===== config.mk =====
export PLATFORM = sky130hd
export DESIGN_NAME = mul_sequencer
export DESIGN_NICKNAME = d
export VERILOG_FILES = /design/src/rtl/mul_sequencer.sv
export SDC_FILE = /design/constraint.sdc
export NUM_CORES = 1
export LEC_CHECK = 0
export CELL_PAD_IN_SITES_DETAIL_PLACEMENT = 1
export CELL_PAD_IN_SITES_GLOBAL_PLACEMENT = 1
export CORE_AREA = 2 2 154 96
export CTS_CLUSTER_SIZE = 14
export DETAILED_ROUTE_END_ITERATION = 8
export DIE_AREA = 0 0 156 98
export PLACE_DENSITY_LB_ADDON = 0.1
export SYNTH_ARGS = -nofsm -noshare
export SYNTH_HDL_FRONTEND = slang
export SYNTH_SLANG_ARGS = --single-unit

===== constraint.sdc =====
create_clock -name clk_i -period 4.1 [get_ports clk_i]
set_input_delay 0.82 -clock clk_i [delete_from_list [all_inputs] [get_ports clk_i]]
set_output_delay 0.82 -clock clk_i [all_outputs]
set_load 0.01 [all_outputs]

===== src/rtl/mul_sequencer.sv =====
// mul_sequencer: multi-cycle shift-add multiplier that stalls the pipeline for RV32 mul.
// Define MUL_EARLY_EXIT_EN to finish as soon as the remaining multiplier bits are zero.
module mul_sequencer #(
  parameter int WIDTH = 32
) (
  input  logic             clk_i,
  input  logic             rst_i,
  input  logic             start_i,
  input  logic             abort_i,
  input  logic [WIDTH-1:0] rs1_i,
  input  logic [WIDTH-1:0] rs2_i,
  output logic             stall_o,
  output logic             busy_o,
  output logic             done_o,
  output logic [WIDTH-1:0] result_o
);
  localparam int CW = $clog2(WIDTH);
  localparam logic [1:0] S_IDLE = 2'd0;
  localparam logic [1:0] S_RUN  = 2'd1;
  localparam logic [1:0] S_DONE = 2'd2;
  logic [1:0]       r_state;
  logic [WIDTH-1:0] r_mcand;
  logic [WIDTH-1:0] r_mplier;
  logic [WIDTH-1:0] r_acc;
  logic [CW-1:0]    r_cnt;
  logic             w_load;
  logic             w_last;
  assign w_load = (r_state == S_IDLE) && start_i && !abort_i;
`ifdef MUL_EARLY_EXIT_EN
  assign w_last = (r_cnt == CW'(WIDTH - 1)) || ((r_mplier >> 1) == '0);
`else
  assign w_last = (r_cnt == CW'(WIDTH - 1));
`endif
  always_ff @(posedge clk_i or negedge rst_i) begin
    if (!rst_i) begin
      r_state  <= S_IDLE;
      r_mcand  <= '0;
      r_mplier <= '0;
      r_acc    <= '0;
      r_cnt    <= '0;
    end else if (abort_i) begin
      r_state <= S_IDLE;
    end else if (w_load) begin
      r_mcand  <= rs1_i;
      r_mplier <= rs2_i;
      r_acc    <= '0;
      r_cnt    <= '0;
      r_state  <= S_RUN;
    end else if (r_state == S_RUN) begin
      r_acc    <= r_mplier[0] ? r_acc + r_mcand : r_acc;
      r_mcand  <= r_mcand << 1;
      r_mplier <= r_mplier >> 1;
      r_cnt    <= r_cnt + 1'b1;
      r_state  <= w_last ? S_DONE : S_RUN;
    end else begin
      r_state <= S_IDLE;
    end
  end
  // Stall is gated by reset so a held start cannot freeze the pipeline during reset.
  assign stall_o  = rst_i && (w_load || r_state == S_RUN);
  assign busy_o   = (r_state == S_RUN);
  assign done_o   = (r_state == S_DONE);
  assign result_o = r_acc;
endmodule


== Word-level counts from Yosys, hierarchy flattened ==
Index checks and enable logic that the tools add are counted.

* Output and inout bits: 35
* Bits in registers: 103

* Muxes and demuxes: 13
* Bitwise gates (word level): 1
* Reduce and logical (&&, ||, !) cells: 10
* $add $sub $neg: 2
* Eq/ne operators: 3

{| class="wikitable"
|+ Operator list
! operator !! count
|-
| 2-to-1 mux 32 bit || 7
|-
| adder 32 bit || 1
|-
| 2-to-1 mux 5 bit || 2
|-
| 2-to-1 mux 2 bit || 4
|-
| adder 5 x 1 -> 5 bit (second input constant) || 1
|-
| equality test 5 bit (second input constant) || 1
|-
| nonzero test 2 bit || 2
|-
| logical AND 1 bit || 3
|-
| AND reduction 3 bit || 1
|-
| equality test 2 x 1 -> 1 bit (second input constant) || 1
|-
| equality test 2 bit (second input constant) || 1
|-
| logical NOT 2 bit || 1
|-
| AND reduction 2 bit || 1
|-
| logical NOT 1 bit || 1
|-
| logical OR 1 bit || 1
|-
| inverter 1 bit || 1
|}

== Depth between registers and ports, before layout ==
Gate-level depths: netlist of run 1.

* Depth after elaboration: 5
* Depth in mapped cells: 11
* Mapped depth without buffers: 11

== Worst setup path before layout of run 1 ==
OpenSTA, ideal clock, no wires.

* Path type: flip-flop to flip-flop
* Start point: register r_acc[0] (netlist: result_o[0])
* End point: register r_acc[30] (netlist: result_o[30])
* Data arrival time: 2.618 ns
* Data required time: 4.008 ns
* Library setup time: 0.092 ns
* Setup slack: 1.390 ns
* Stages on the path, launching flop included: 12
* Cell sequence: dfrtp_1 ha_1 inv_1 fa_1 nor2b_1 o31a_1 o31ai_2 a211oi_4 o211ai_4 a2111oi_1 nor3_1 o31ai_2

* Word-level cells in the longest chain between the ends: 4

{| class="wikitable"
|+ RTL lines
! element !! line !! source
|-
| start: declaration || 24 || <nowiki>logic [WIDTH-1:0] r_acc;</nowiki>
|-
| start signal: assignment || 50 || <nowiki>r_acc <= r_mplier[0] ? r_acc + r_mcand : r_acc;</nowiki>
|-
| adder 32 bit || 50 ||
|-
| 2-to-1 mux 32 bit || 50 ||
|-
| 2-to-1 mux 32 bit || 49 || <nowiki>end else if (r_state == S_RUN) begin</nowiki>
|-
| 2-to-1 mux 32 bit || 43 || <nowiki>end else if (w_load) begin</nowiki>
|}

Every way passes these cells. The select of a mux whose other input is x is not followed.
A chain may end at the register's enable or synchronous reset.

== Worst setup path after layout of run 1 ==
* Start point: input abort_i
* End point: output stall_o

* Word-level cells in the longest chain between the ends: 4

{| class="wikitable"
|+ RTL lines
! element !! line !! source
|-
| start: declaration || 9 || <nowiki>input logic abort_i,</nowiki>
|-
| logical NOT 1 bit || 28 || <nowiki>assign w_load = (r_state == S_IDLE) && start_i && !abort_i;</nowiki>
|-
| logical AND 1 bit || 28 ||
|-
| logical OR 1 bit || 60 || <nowiki>assign stall_o = rst_i && (w_load || r_state == S_RUN);</nowiki>
|-
| logical AND 1 bit || 60 ||
|-
| end: declaration || 12 || <nowiki>output logic stall_o,</nowiki>
|}

Every way passes these cells.

==> flow_summary.toml, run 1 <==
[run_status]
status = "complete, no violations"

[placement]
place_congestion = 0.844
place_hpwl_mm = 11.9
port_buffers = 102
place_ws_ns = 0.731

[final_layout]
multi_input_area_um2 = 3100
nets = 820
final_util_pct = 52.0
synthToLayoutAreaGrowth_pct = 24.6
drive_gt1_share_pct = 5.26
n_antenna_cell = 0
num-fill-cells = 1584
regArea_um2 = 2580

[clock_network]
path_clk_slew_ns = 0.08
clk_root_buffer_cell = "clkbuf_16"
hold_buffers = 0
cts-resized-gates = 0
cts_setup_buffers = 0
cts_buffer_depth = 2
htree_levels = 3
insertion_delay_ns = 0.36
cts_tree = "built"
cts.sinks = 103
cts_made_buffers = 9

[setup_path]
arrival_ns = 2.37
path_common_cell = "clkdlybuf4s50_1"
path_cells = "clkdlybuf4s50_1 > nor4b_2 > o21a_1 > clkdlybuf4s50_1"
reg2reg_slack_ns = 1.00
worstSetupStartpointType = "primary input"
path_buf_inv = 2
r2r-start = "r_mcand[2]$_DFFE_PN0P_"
critical_path_required_ns = 3.28
worstSetupPathType = "primary input to primary output"
crit_fanout = 3
rr_worst_depth = 9
r2r_end = "result_o[27]$_DFFE_PN0P_"
cpPeakStageDelay_ns = 0.53
cp-end-kind = "primary output"
path_delay_family = "buffers and inverters"
slowest_stage = "clkdlybuf4s50_1"

[pwr]
static-leakage-power_nw = 3.35
pwr-share-clk_pct = 21.8
pwr-share-comb_pct = 39.0
switchingPower_mw = 1.49
switching_share_pct = 38.6
power_frac_seq_pct = 39.2
peakVddDrop_mv = 0.235
power_density_nw_per_um2 = 530
p_int_mw = 2.37

[sta]
finalClockSkew_ns = 0.0158
fin_crit_ns = 3.19
period_share_pct = 77.8
slew_viol_final = 0
fmax_ghz = 0.313
setup_viol = 0
rsz0062_at_grt = "no"
setup_tns_ns = 0
slew_headroom_pct = 36.6
layout_setup_ws_ns = 0.908
worstMarginPinSlew_ns = 0.952
hold_viol_final = 0

[floorplan]
initial_utilization_pct = 41.7
ioPinCount = 103
num_rows = 34
core-area_um2 = 14000
dieArea_um2 = 15300
die_x_um = 156
fp.dieH_um = 98

[global_routing]
grt_max_degree = 75
grt_pass1_wl_mm = 27.7
antenna_found_initial = 0
grt_overflow = 0
grt_pass1_vias = 5412
track_usage_pct = 22.5

[synthesis]
yosys-top-cells-count = "145 x nand2_1, 103 x dfrtp_1, 59 x a22oi_1"
synthesis.area_um2 = 5840
synth_nets = 737
synthTopCellsByArea = "dfrtp_1 44%, nand2_1 9.3%, a22oi_1 7.6%"
yosys_warnings = 0
netlist_instances = 635
synth.distinct_cells = 59
ys_ff_latch = 103
ys_async_sr_fraction_pct = 100
post-synth-top-count-cell = "nand2_1"
yosysTopAreaCellShare_pct = 44.1
ys_seq_area_share_pct = 44.1
dominantRegCellSynth = "dfrtp_1"
synth_edf_count = 0
yosysTopAreaCell = "dfrtp_1"
synth.avg_cell_area_um2 = 9.20

[route]
via_per_inst = 5.69
antenna_left = 0
vias = 5139
wirelength_mm = 16.6
wl_per_cell_um = 18.3
drt_pass1_iterations = 4
first_iter_violations = 261
route.detailed.drc = 0

[run]
drv_cap = 0

[hold_path]
hold_path_class = "primary input to async pin"
-- layer usage --
layer	track usage [%]	wire length [um]	vias to the layer above
met5	0	0	-
met4	5.08	167	0
met3	3.60	465	14
met2	34.6	7240	93
met1	33.5	8700	2547
li1	-	-	2485
-- cell type report --
cell class,count,share of cell area (%)
Clock buffer,10,3.15
Clock inverter,6,0.688
Inverter,6,0.310
Multi-Input combinational cell,489,42.6
Sequential cell,103,35.4
Tap cell,180,3.10
Timing Repair Buffer,109,14.7
-- placed cells by master, fill, tap and decap left out, types with 3 or more instances in the layout --
cell / instances
nand2_1: 145
dfrtp_1: 103
clkdlybuf4s50_1: 101
a22oi_1: 59
o21ai_0: 37
nand3_1: 33
ha_1: 33
a21oi_1: 25
xnor2_1: 13
a21o_1: 11
nor2_1: 10
nor3_1: 10
xor2_1: 9
clkbuf_16: 9
o21a_1: 8
buf_4: 8
inv_1: 6
and3_1: 6
nor2b_1: 6
a211oi_1: 6
o31ai_1: 6
nand4_1: 5
a31oi_1: 5
a22o_1: 5
o21bai_1: 4
and2_1: 3
o211ai_1: 3
nand2b_1: 3
or3_1: 3
a31o_2: 3
inv_6: 3
-- metrics by stage --
step           cells  power, mW  hold slack, ns  cell area, um2
4_1_cts          903       3.88           0.403            7280
3_5_place_dp     887       3.02           0.463            7000
3_3_place_gp     887       2.93           0.459            7000
6_report         903       3.85           0.391            7280
2_1_floorplan    635       2.43           0.446            5840
5_1_grt          903       4.13           0.411            7280
-- logic make-up after synthesis --
kind of cell	synth area share, %
flip-flops	44.1
AND/OR/NAND/NOR	17.7
adder cells (fa/ha/maj)	7.41
multiplexers	0.343
XOR/XNOR	3.30
buffers and inverters	3.13
AO/OA/AOI/OAI	24.0
-- flip-flops by register name, indices dropped and copies added, names as in the netlist --
name	cells
result_o	32
r_cnt	5
r_state	2
r_mplier	32
r_mcand	32
-- power by group through the flow --
stage                     clock network (mW)  registers (mW)  logic (mW)
after floorplan                            0            1.48       0.946
after global placement                     0            1.51        1.42
after detailed placement                   0            1.52        1.49
after CTS                              0.862            1.51        1.51
after global routing                   0.893            1.55        1.68
final                                  0.841            1.51        1.50
-- worst max-delay path by stage --
stage                                        from                        to  slack [ns]  cells past startpoint
after floorplan           result_o[0]$_DFFE_PN0P_  result_o[30]$_DFFE_PN0P_        1.39                     11
after global placement                    abort_i   r_mcand[27]$_DFFE_PN0P_        0.87                      7
after detailed placement                  abort_i   r_mcand[27]$_DFFE_PN0P_        0.73                      7
after CTS                                 abort_i                   stall_o        0.90                      4
after global routing       r_mcand[0]$_DFFE_PN0P_  result_o[30]$_DFFE_PN0P_        0.78                     11
final                                     abort_i                   stall_o        0.91                      4
(Power assumes the default switching activity.)
==> run 2, diff against run 1 <==
CORE_AREA = 2 2 166 103   (was 2 2 154 96)
DIE_AREA = 0 0 168 105   (was 0 0 156 98)
clock period = 2.7 ns   (was 4.1 ns; I/O delays follow)
==> flow_summary.toml, run 2 (synthesis gave the netlist of run 1 again) <==
[sta]
rsz0062_at_grt = "yes"
hold_viol_final = 0
finalClockSkew_ns = 0.0101
worstMarginPinSlew_ns = 0.816
period_share_pct = 99.3
fin_crit_ns = 2.68
fmax_ghz = 0.373
slew_headroom_pct = 45.6
setup_viol = 0
layout_setup_ws_ns = 0.0184
slew_viol_final = 0

[route]
wirelength_mm = 18.3
wl_met2_mm = 8.27
top_layer_used = "met4"
met3_length_um = 525
vias = 5356
route.detailed.drc = 0
drt_pass1_iterations = 6
drt-met1-wl_mm = 9.36
antenna_left = 0
via_per_inst = 5.46
wl_per_cell_um = 18.6
first_iter_violations = 220

[setup_path]
worstSetupPathType = "register to register"
cp-end-kind = "register"
critical_path_required_ns = 2.92
crit_fanout = 5
arrival_ns = 2.90
worstSetupStartpointType = "register"

[clock_network]
clk_root_buffer_cell = "clkbuf_16"
path_clk_slew_ns = 0.08
htree_levels = 3
cts_buffer_depth = 2
cts_made_buffers = 9
insertion_delay_ns = 0.36
cts_tree = "built"
cts.sinks = 103
hold_buffers = 0

[placement]
place_congestion = 0.826
port_buffers = 102
place_ws_ns = -0.0658
place_hpwl_mm = 13.0

[global_routing]
grt_pass1_wl_mm = 29.7
grt_max_degree = 59
antenna_found_initial = 0
track_usage_pct = 21.0
grt_overflow = 0
grt_pass1_vias = 5618

[floorplan]
initial_utilization_pct = 36.5
die_x_um = 168
dieArea_um2 = 17600
fp.dieH_um = 105
num_rows = 36
ioPinCount = 103
core-area_um2 = 16000

[run_status]
status = "complete, no violations"

[final_layout]
final_cell_mix = "145 x nand2_1, 103 x dfrtp_1, 101 x clkdlybuf4s50_1"
n_antenna_cell = 0
final_common_cell = "nand2_1"
synthToLayoutAreaGrowth_pct = 34.3
nets = 869
drive_gt1_share_pct = 13.3

[pwr]
totalPowerFinal_mw = 6.25
static-leakage-power_nw = 3.63
power_density_nw_per_um2 = 797
peakVddDrop_mv = 0.284

[run]
drv_cap = 0

[hold_path]
hold_path_class = "primary input to async pin"
## run 2: worst max-delay path, stage by stage, from the launching register on
cell and delay (ns):
dfrtp_1 0.37, ha_2 0.20, inv_2 0.05, fa_2 0.39
nor2b_2 0.14, o31a_1 0.23, o31ai_4 0.08, a211oi_4 0.31
o211ai_4 0.18, a2111oi_4 0.35, o21a_1 0.19, o31ai_2 0.06
## run 2: what timing repair did
action,4_1_cts,5_1_grt
pin swaps,3,14
endpoints found under the setup margin,3,12
buffers inserted,1,5
gates resized for setup,2,15
## run 2: worst paths after layout
check,cells after the start,slack (ns),startpoint,end
worst min register to register,2,0.48,r_mplier[11]$_DFFE_PN0P_,r_mplier[11]$_DFFE_PN0P_
worst min-delay path,2,0.34,rst_i,r_cnt[0]$_DFFE_PN0P_
worst max register to register,11,0.02,result_o[0]$_DFFE_PN0P_,result_o[30]$_DFFE_PN0P_
min in group clk_i,2,0.48,r_mplier[11]$_DFFE_PN0P_,r_mplier[11]$_DFFE_PN0P_
max in group asynchronous,2,1.74,rst_i,result_o[24]$_DFFE_PN0P_
worst max-delay path,11,0.02,result_o[0]$_DFFE_PN0P_,result_o[30]$_DFFE_PN0P_
## run 2: final cells by class
class	instances	area, um2
fill	1837	8150
multi-input combinational	489	3190
sequential	103	2580
timing repair buffer	158	1490
inverter	6	22.5
tap	209	262
clock buffer	9	225
clock inverter	7	77.6
## run 2: metal layers
layer	vias to the layer above	GRT usage, %
met1	2672	30.5
met3	12	3.11
met2	94	33.1
met5	-	0
met4	0	4.35
li1	2578	-
## run 2: where the power goes
group          leakage [nW]  internal, mW  switching (mW)
combinational          2.16          1.24            1.40
sequential             1.33          1.93           0.336
clock                 0.144         0.660           0.687
## run 2: stage by stage
| stage | utilization (%) | cells | hold slack (ns) | setup TNS (ns) | area [um2] |
|---|---|---|---|---|---|
| floorplan | - | 635 | 0.244 | 0 | 5840 |
| global placement | 46.3 | 959 | 0.458 | 0 | 7410 |
| detailed placement | 46.3 | 959 | 0.464 | -0.0658 | 7410 |
| global route | 49.1 | 981 | 0.397 | -0.246 | 7840 |
| CTS | 48.4 | 976 | 0.375 | 0 | 7740 |
| finish | 49.1 | 981 | 0.344 | 0 | 7840 |
